==> src/rtl/countdown10to0.sv <==
// -----------------------------------------------------------------------------
// countdown10to0
//   Push-button driven down counter with a two-digit 7-segment readout.
//   A raw button is synchronised, debounced and edge-detected. Each accepted
//   press decrements the count while the FSM is in COUNT. A load pulse
//   (re)starts the countdown from START_VALUE. Reaching zero parks the FSM in
//   DONE until the next load or reset.
//
// Parameters
//   START_VALUE      count loaded by load (1..15)
//   DEBOUNCE_CYCLES  consecutive stable synced samples needed to accept a
//                    button level change (1..255)
//
// Ports
//   clk          sole clock, rising edge
//   reset        asynchronous, active-high reset
//   btn          raw asynchronous push button, active-high
//   load         synchronous, active-high; restarts the countdown
//   counter_out  current count, unsigned binary (registered)
//   tick         one-cycle pulse per accepted decrement (registered)
//   done         high while the FSM is in DONE (registered)
//   seg_tens     tens digit segments, active-high, bit0=a .. bit6=g (comb)
//   seg_ones     ones digit segments, same encoding (comb)
// -----------------------------------------------------------------------------
module countdown10to0 #(
  parameter int unsigned START_VALUE     = 10,
  parameter int unsigned DEBOUNCE_CYCLES = 4
) (
  input  logic       clk,
  input  logic       reset,
  input  logic       btn,
  input  logic       load,
  output logic [3:0] counter_out,
  output logic       tick,
  output logic       done,
  output logic [6:0] seg_tens,
  output logic [6:0] seg_ones
);

  localparam int unsigned CNT_W = 4;
  localparam int unsigned DB_W  = 8;
  localparam int unsigned SEG_W = 7;

  localparam logic [CNT_W-1:0] START_CNT = CNT_W'(START_VALUE);
  localparam logic [DB_W-1:0]  DB_LAST   = DB_W'(DEBOUNCE_CYCLES - 1);
  localparam logic [CNT_W-1:0] TEN       = CNT_W'(10);

  // Elaboration-time parameter range guards
  if ((START_VALUE < 1) || (START_VALUE > 15)) begin : g_bad_start
    $error("countdown10to0: START_VALUE must be in 1..15");
  end
  if ((DEBOUNCE_CYCLES < 1) || (DEBOUNCE_CYCLES > 255)) begin : g_bad_db
    $error("countdown10to0: DEBOUNCE_CYCLES must be in 1..255");
  end

  typedef enum logic [1:0] {
    IDLE  = 2'd0,
    COUNT = 2'd1,
    DONE  = 2'd2
  } state_t;

  // ---------------------------------------------------------------------------
  // Button front end
  // ---------------------------------------------------------------------------
  logic            sync_meta_q;
  logic            sync_q;
  logic            filt_q;
  logic            filt_prev_q;
  logic [DB_W-1:0] stable_cnt_q;
  logic            press_c;

  // Two-flop synchroniser for the asynchronous button
  always_ff @(posedge clk or posedge reset) begin
    if (reset) begin
      sync_meta_q <= 1'b0;
      sync_q      <= 1'b0;
    end else begin
      sync_meta_q <= btn;
      sync_q      <= sync_meta_q;
    end
  end

  // Debounce: the filtered level follows the synced level only after it has
  // disagreed for DEBOUNCE_CYCLES consecutive cycles; any agreement restarts.
  always_ff @(posedge clk or posedge reset) begin
    if (reset) begin
      filt_q       <= 1'b0;
      stable_cnt_q <= '0;
    end else if (sync_q == filt_q) begin
      stable_cnt_q <= '0;
    end else if (stable_cnt_q == DB_LAST) begin
      filt_q       <= sync_q;
      stable_cnt_q <= '0;
    end else begin
      stable_cnt_q <= stable_cnt_q + DB_W'(1);
    end
  end

  // Rising-edge detector on the filtered level: one press per physical press
  always_ff @(posedge clk or posedge reset) begin
    if (reset) begin
      filt_prev_q <= 1'b0;
    end else begin
      filt_prev_q <= filt_q;
    end
  end

  assign press_c = filt_q & ~filt_prev_q;

  // ---------------------------------------------------------------------------
  // Control FSM
  // ---------------------------------------------------------------------------
  state_t           state_q;
  state_t           state_d;
  logic [CNT_W-1:0] count_d;
  logic             tick_d;
  logic             done_d;

  // State and registered outputs
  always_ff @(posedge clk or posedge reset) begin
    if (reset) begin
      state_q     <= IDLE;
      counter_out <= '0;
      tick        <= 1'b0;
      done        <= 1'b0;
    end else begin
      state_q     <= state_d;
      counter_out <= count_d;
      tick        <= tick_d;
      done        <= done_d;
    end
  end

  // Next state / next outputs; load wins over a same-cycle press
  always_comb begin
    state_d = state_q;
    count_d = counter_out;
    tick_d  = 1'b0;
    done_d  = 1'b0;

    if (load) begin
      state_d = COUNT;
      count_d = START_CNT;
    end else begin
      case (state_q)
        COUNT: begin
          // Zero guard keeps the count from wrapping even if COUNT is
          // somehow entered with an empty counter.
          if (press_c && (counter_out != '0)) begin
            count_d = counter_out - CNT_W'(1);
            tick_d  = 1'b1;
            if (counter_out == CNT_W'(1)) begin
              state_d = DONE;
            end
          end
        end
        IDLE:    state_d = IDLE;
        DONE:    state_d = DONE;
        default: state_d = IDLE;
      endcase
    end

    // done tracks the state being entered so it is high for the whole stay
    done_d = (state_d == DONE);
  end

  // ---------------------------------------------------------------------------
  // Display decode (combinational from the registered count)
  // ---------------------------------------------------------------------------
  logic [CNT_W-1:0] ones_digit_c;

  always_comb begin
    ones_digit_c = counter_out;
    seg_tens     = '0;
    seg_ones     = '0;

    if (counter_out >= TEN) begin
      ones_digit_c = counter_out - TEN;
      seg_tens     = SEG_W'(7'h06);
    end

    case (ones_digit_c)
      4'd0:    seg_ones = SEG_W'(7'h3F);
      4'd1:    seg_ones = SEG_W'(7'h06);
      4'd2:    seg_ones = SEG_W'(7'h5B);
      4'd3:    seg_ones = SEG_W'(7'h4F);
      4'd4:    seg_ones = SEG_W'(7'h66);
      4'd5:    seg_ones = SEG_W'(7'h6D);
      4'd6:    seg_ones = SEG_W'(7'h7D);
      4'd7:    seg_ones = SEG_W'(7'h07);
      4'd8:    seg_ones = SEG_W'(7'h7F);
      4'd9:    seg_ones = SEG_W'(7'h6F);
      default: seg_ones = '0;
    endcase
  end

endmodule

==> config.mk <==
export PLATFORM = sky130hd
export DESIGN_NAME = countdown10to0
export DESIGN_NICKNAME = d
export VERILOG_FILES = /design/src/rtl/countdown10to0.sv
export SDC_FILE = /design/constraint.sdc
export NUM_CORES = 1
export LEC_CHECK = 0
export ABC_CLOCK_PERIOD_IN_PS = 2680
export CAP_MARGIN = 25
export CORE_ASPECT_RATIO = 0.9
export CORE_MARGIN = 2
export CORE_UTILIZATION = 51
export DETAILED_ROUTE_END_ITERATION = 8
export GPL_ROUTABILITY_DRIVEN = 0
export PLACE_DENSITY = 0.87
export SLEW_MARGIN = 20
export SYNTH_ARGS = -nofsm -noshare
export SYNTH_HDL_FRONTEND = slang
export SYNTH_SLANG_ARGS = --single-unit
export TNS_END_PERCENT = 10
==> constraint.sdc <==
create_clock -name clk -period 2.68 [get_ports clk]
set_input_delay 0.402 -clock clk [delete_from_list [all_inputs] [get_ports clk]]
set_output_delay 0.402 -clock clk [all_outputs]
set_load 0.1 [all_outputs]
==> results.sh <==
export IMPL_status="finished clean"
export IMPL_cp_max_fo=10
export IMPL_cts_max_level=1
export IMPL_r2r_start="counter_out[1]"
export IMPL_hold_path_endpoint="sync_q"
export IMPL_placed_area_um2=1570
export IMPL_syn_area_per_cell_um2=9.60
export IMPL_end_kind="output pin"
export IMPL_r2r_end="counter_out[3]"
export IMPL_vias=1016
export IMPL_cts_tree="built"
export IMPL_core_region_area_um2=2220
export IMPL_clockBufferDepth=2
export IMPL_via_per_inst=5.61
export IMPL_drtIter0Drc=23
export IMPL_drt_total_wl_um=2710
export IMPL_chipWidth_um=55.7
export IMPL_drc_errors=0
export IMPL_crit_chain="buf_4 -> buf_4 -> nor3_4 -> o21ai_2 -> buf_4 -> o221a_4 -> buf_12"
export IMPL_nets=171
export IMPL_gr_total_overflow=0
export IMPL_finalSetupViolCount=0
export IMPL_reg2regPathDepth=5
export IMPL_relSlewSlack=0.516
export IMPL_rsz0062_at_grt="yes"
export IMPL_place_ws_ns=0.203
export IMPL_yosysUniqueCellTypes=37
export IMPL_dr_pass1_iters=4
export IMPL_drive_gt1_frac=0.377
export IMPL_worst_pin_slew_ns=0.726
export IMPL_num_rows=16
export IMPL_start_kind="flop"
export IMPL_finClkSkew_ns=0.00221
export IMPL_setup_tns_ns=0
export IMPL_hp_class="flop to flop"
export IMPL_path_class="flop to output pin"
export IMPL_grt_max_degree=21
export IMPL_die_h_um=50.6
export IMPL_ys_ff_latch=20
export IMPL_area_growth_pct=39.7
export IMPL_grt_pass1_wl_um=4330
export IMPL_initial_core_util=0.553
export IMPL_dieArea_um2=2820
export IMPL_cp_arrival_ns=2.23
export IMPL_hold_path_cell_count=0
export IMPL_numCtsBuffers=3
export IMPL_min_from="sync_meta_q"
export IMPL_synth_cell_area_um2=1230
export IMPL_cp_common_cell="buf_4"
export IMPL_holdBufCountCts=0
export IMPL_cp_slowest_stage_delay_ns=0.51
export IMPL_timing_final_crit_period_ns=2.64
export IMPL_clk_pin_slew_ns=0.11
export IMPL_io_buffers=18
export IMPL_hpwl_um=1930
export IMPL_root_buffer="clkbuf_4"
export IMPL_wl_per_cell_um=15.0
export IMPL_hold_violations=0
export IMPL_antenna_found_initial=0
export IMPL_finalCritPeriodShare=0.984
export IMPL_reg2reg_setup_slack_ns=0.93
export IMPL_cp_slowest_cell="dfrtp_4"
export IMPL_cp_required_ns=2.28
export IMPL_ant_nets=0
export IMPL_max_freq_ghz=0.379
export IMPL_fin_ws_ns=0.0435
export IMPL_grt_usage=0.196
export IMPL_maxSlewViolCount=0
export IMPL_n_antenna_cell=0
export IMPL_insertion_delay_ns=0.30
export IMPL_maxCapViolations=0
export IMPL_synthCells=128
export IMPL_ys_warnings_count=0
export IMPL_io_pins=24
export IMPL_grt_pass1_vias=933
export IMPL_whs_ns=0.373
export IMPL_cts_sinks=20
export IMPL_ys_seq_area_frac=0.407
export IMPL_final_area_um2=1720
[flip-flops by register name (all words and copies together), names as in the netlist]
name,cells
sync_q,1
stable_cnt_q,8
counter_out,4
filt_q,1
state_q,2
done,1
sync_meta_q,1
tick,1
filt_prev_q,1
[timing repair]
item                                    in CTS  in global routing
resized for setup                            1                  9
setup buffers                                0                  6
pin swaps                                    0                  2
endpoints found under the setup margin       7                  6
[synth_stat cells]
cell type,n,area share
o21ai_1,2,0.0081
o221a_2,1,0.0092
conb_1,1,0.0031
a21oi_1,5,0.020
nor4_1,1,0.0051
or2_2,1,0.0051
o31a_1,1,0.0071
xnor2_1,3,0.021
nor3_1,4,0.016
xor2_1,5,0.036
clkbuf_1,1,0.0031
dfrtp_1,20,0.41
nor2_2,1,0.0051
a211o_2,2,0.016
or3b_1,1,0.0071
nand3b_1,1,0.0061
nor2_1,12,0.037
buf_4,7,0.043
inv_1,7,0.021
and4bb_2,1,0.010
nand3_1,7,0.029
and3_1,2,0.010
and2_1,2,0.010
o211ai_1,2,0.012
a21o_1,3,0.018
a211oi_1,1,0.0061
o211a_1,1,0.0081
a31o_2,1,0.0071
ha_1,12,0.12
nor4b_1,1,0.0071
mux2_2,1,0.0092
a31oi_1,2,0.010
nor2b_1,2,0.010
a21o_2,1,0.0071
buf_2,1,0.0041
o21ai_0,5,0.020
nand2_1,7,0.021
[how the worst max path moves through the flow]
stage | slack (ns) | end | startpoint
2_1_floorplan | 0.04 | seg_ones[2] | counter_out[1]
6_report | 0.04 | seg_ones[3] | counter_out[1]
3_5_place_dp | 0.20 | seg_ones[3] | counter_out[0]
5_1_grt | -0.03 | seg_ones[3] | counter_out[1]
4_1_cts | -0.10 | seg_ones[6] | counter_out[1]
3_3_place_gp | 0.30 | seg_ones[6] | counter_out[1]
[kinds of logic after synthesis]
family                   synth area share
buffers and inverters              0.0713
multiplexers                      0.00916
other                             0.00305
adder cells (fa/ha/maj)             0.122
flip-flops                          0.407
AND/OR/NAND/NOR                     0.179
XOR/XNOR                           0.0570
AO/OA/AOI/OAI                       0.151
[layout make-up]
cell class | instances | area [um2]
clock inverters | 1 | 30.0
well taps | 27 | 33.8
clock buffers | 3 | 22.5
repair buffers | 27 | 298
fillers | 154 | 505
inverters | 7 | 30.0
multi-input cells | 96 | 790
flip-flops and latches | 20 | 513
[cell usage in the layout (no fill, tap or decap), types with 2 or more instances in the layout]
cell type        Yosys  final
xnor2_1              3      3
a21o_2               1      2
o21ai_1              2      3
a21o_1               3      2
nor2b_4              0      2
o21ai_4              0      2
ha_1                12      9
xor2_1               5      5
nand2_1              7      6
nor3_1               4      3
buf_12               0      7
clkdlybuf4s50_1      0      3
o211ai_1             2      2
a21oi_1              5      5
and3_1               2      2
ha_4                 0      2
nor2_1              12     12
buf_4                7     17
nand3_1              7      7
conb_1               1      5
inv_1                7      5
clkbuf_4             0      3
dfrtp_1             20     16
dfrtp_4              0      3
and2_1               2      2
[critical path, delay by kind of cell, from the launching register on]
family,cells,cell delay (ns)
AND/OR/NAND/NOR,1,0.28
flip-flops,1,0.51
AO/OA/AOI/OAI,2,0.45
buffers and inverters,4,0.69
[per-stage QoR]
| stage | utilization | instances |
|---|---|---|
| global placement | 0.704 | 171 |
| finish | 0.773 | 181 |
| global route | 0.773 | 181 |
| detailed placement | 0.704 | 171 |
| floorplan | - | 132 |
| CTS | 0.730 | 175 |
[per-layer routing]
metal	GRT usage	vias to the layer above	wire, um
met1	0.252	484	1170
met3	0.0309	3	127
met2	0.343	39	1400
met4	0.0569	0	16
li1	-	490	-
met5	0	-	0
Power is not shown: default switching activity piles up to over one toggle a cycle in this logic, so the estimate is an artifact.
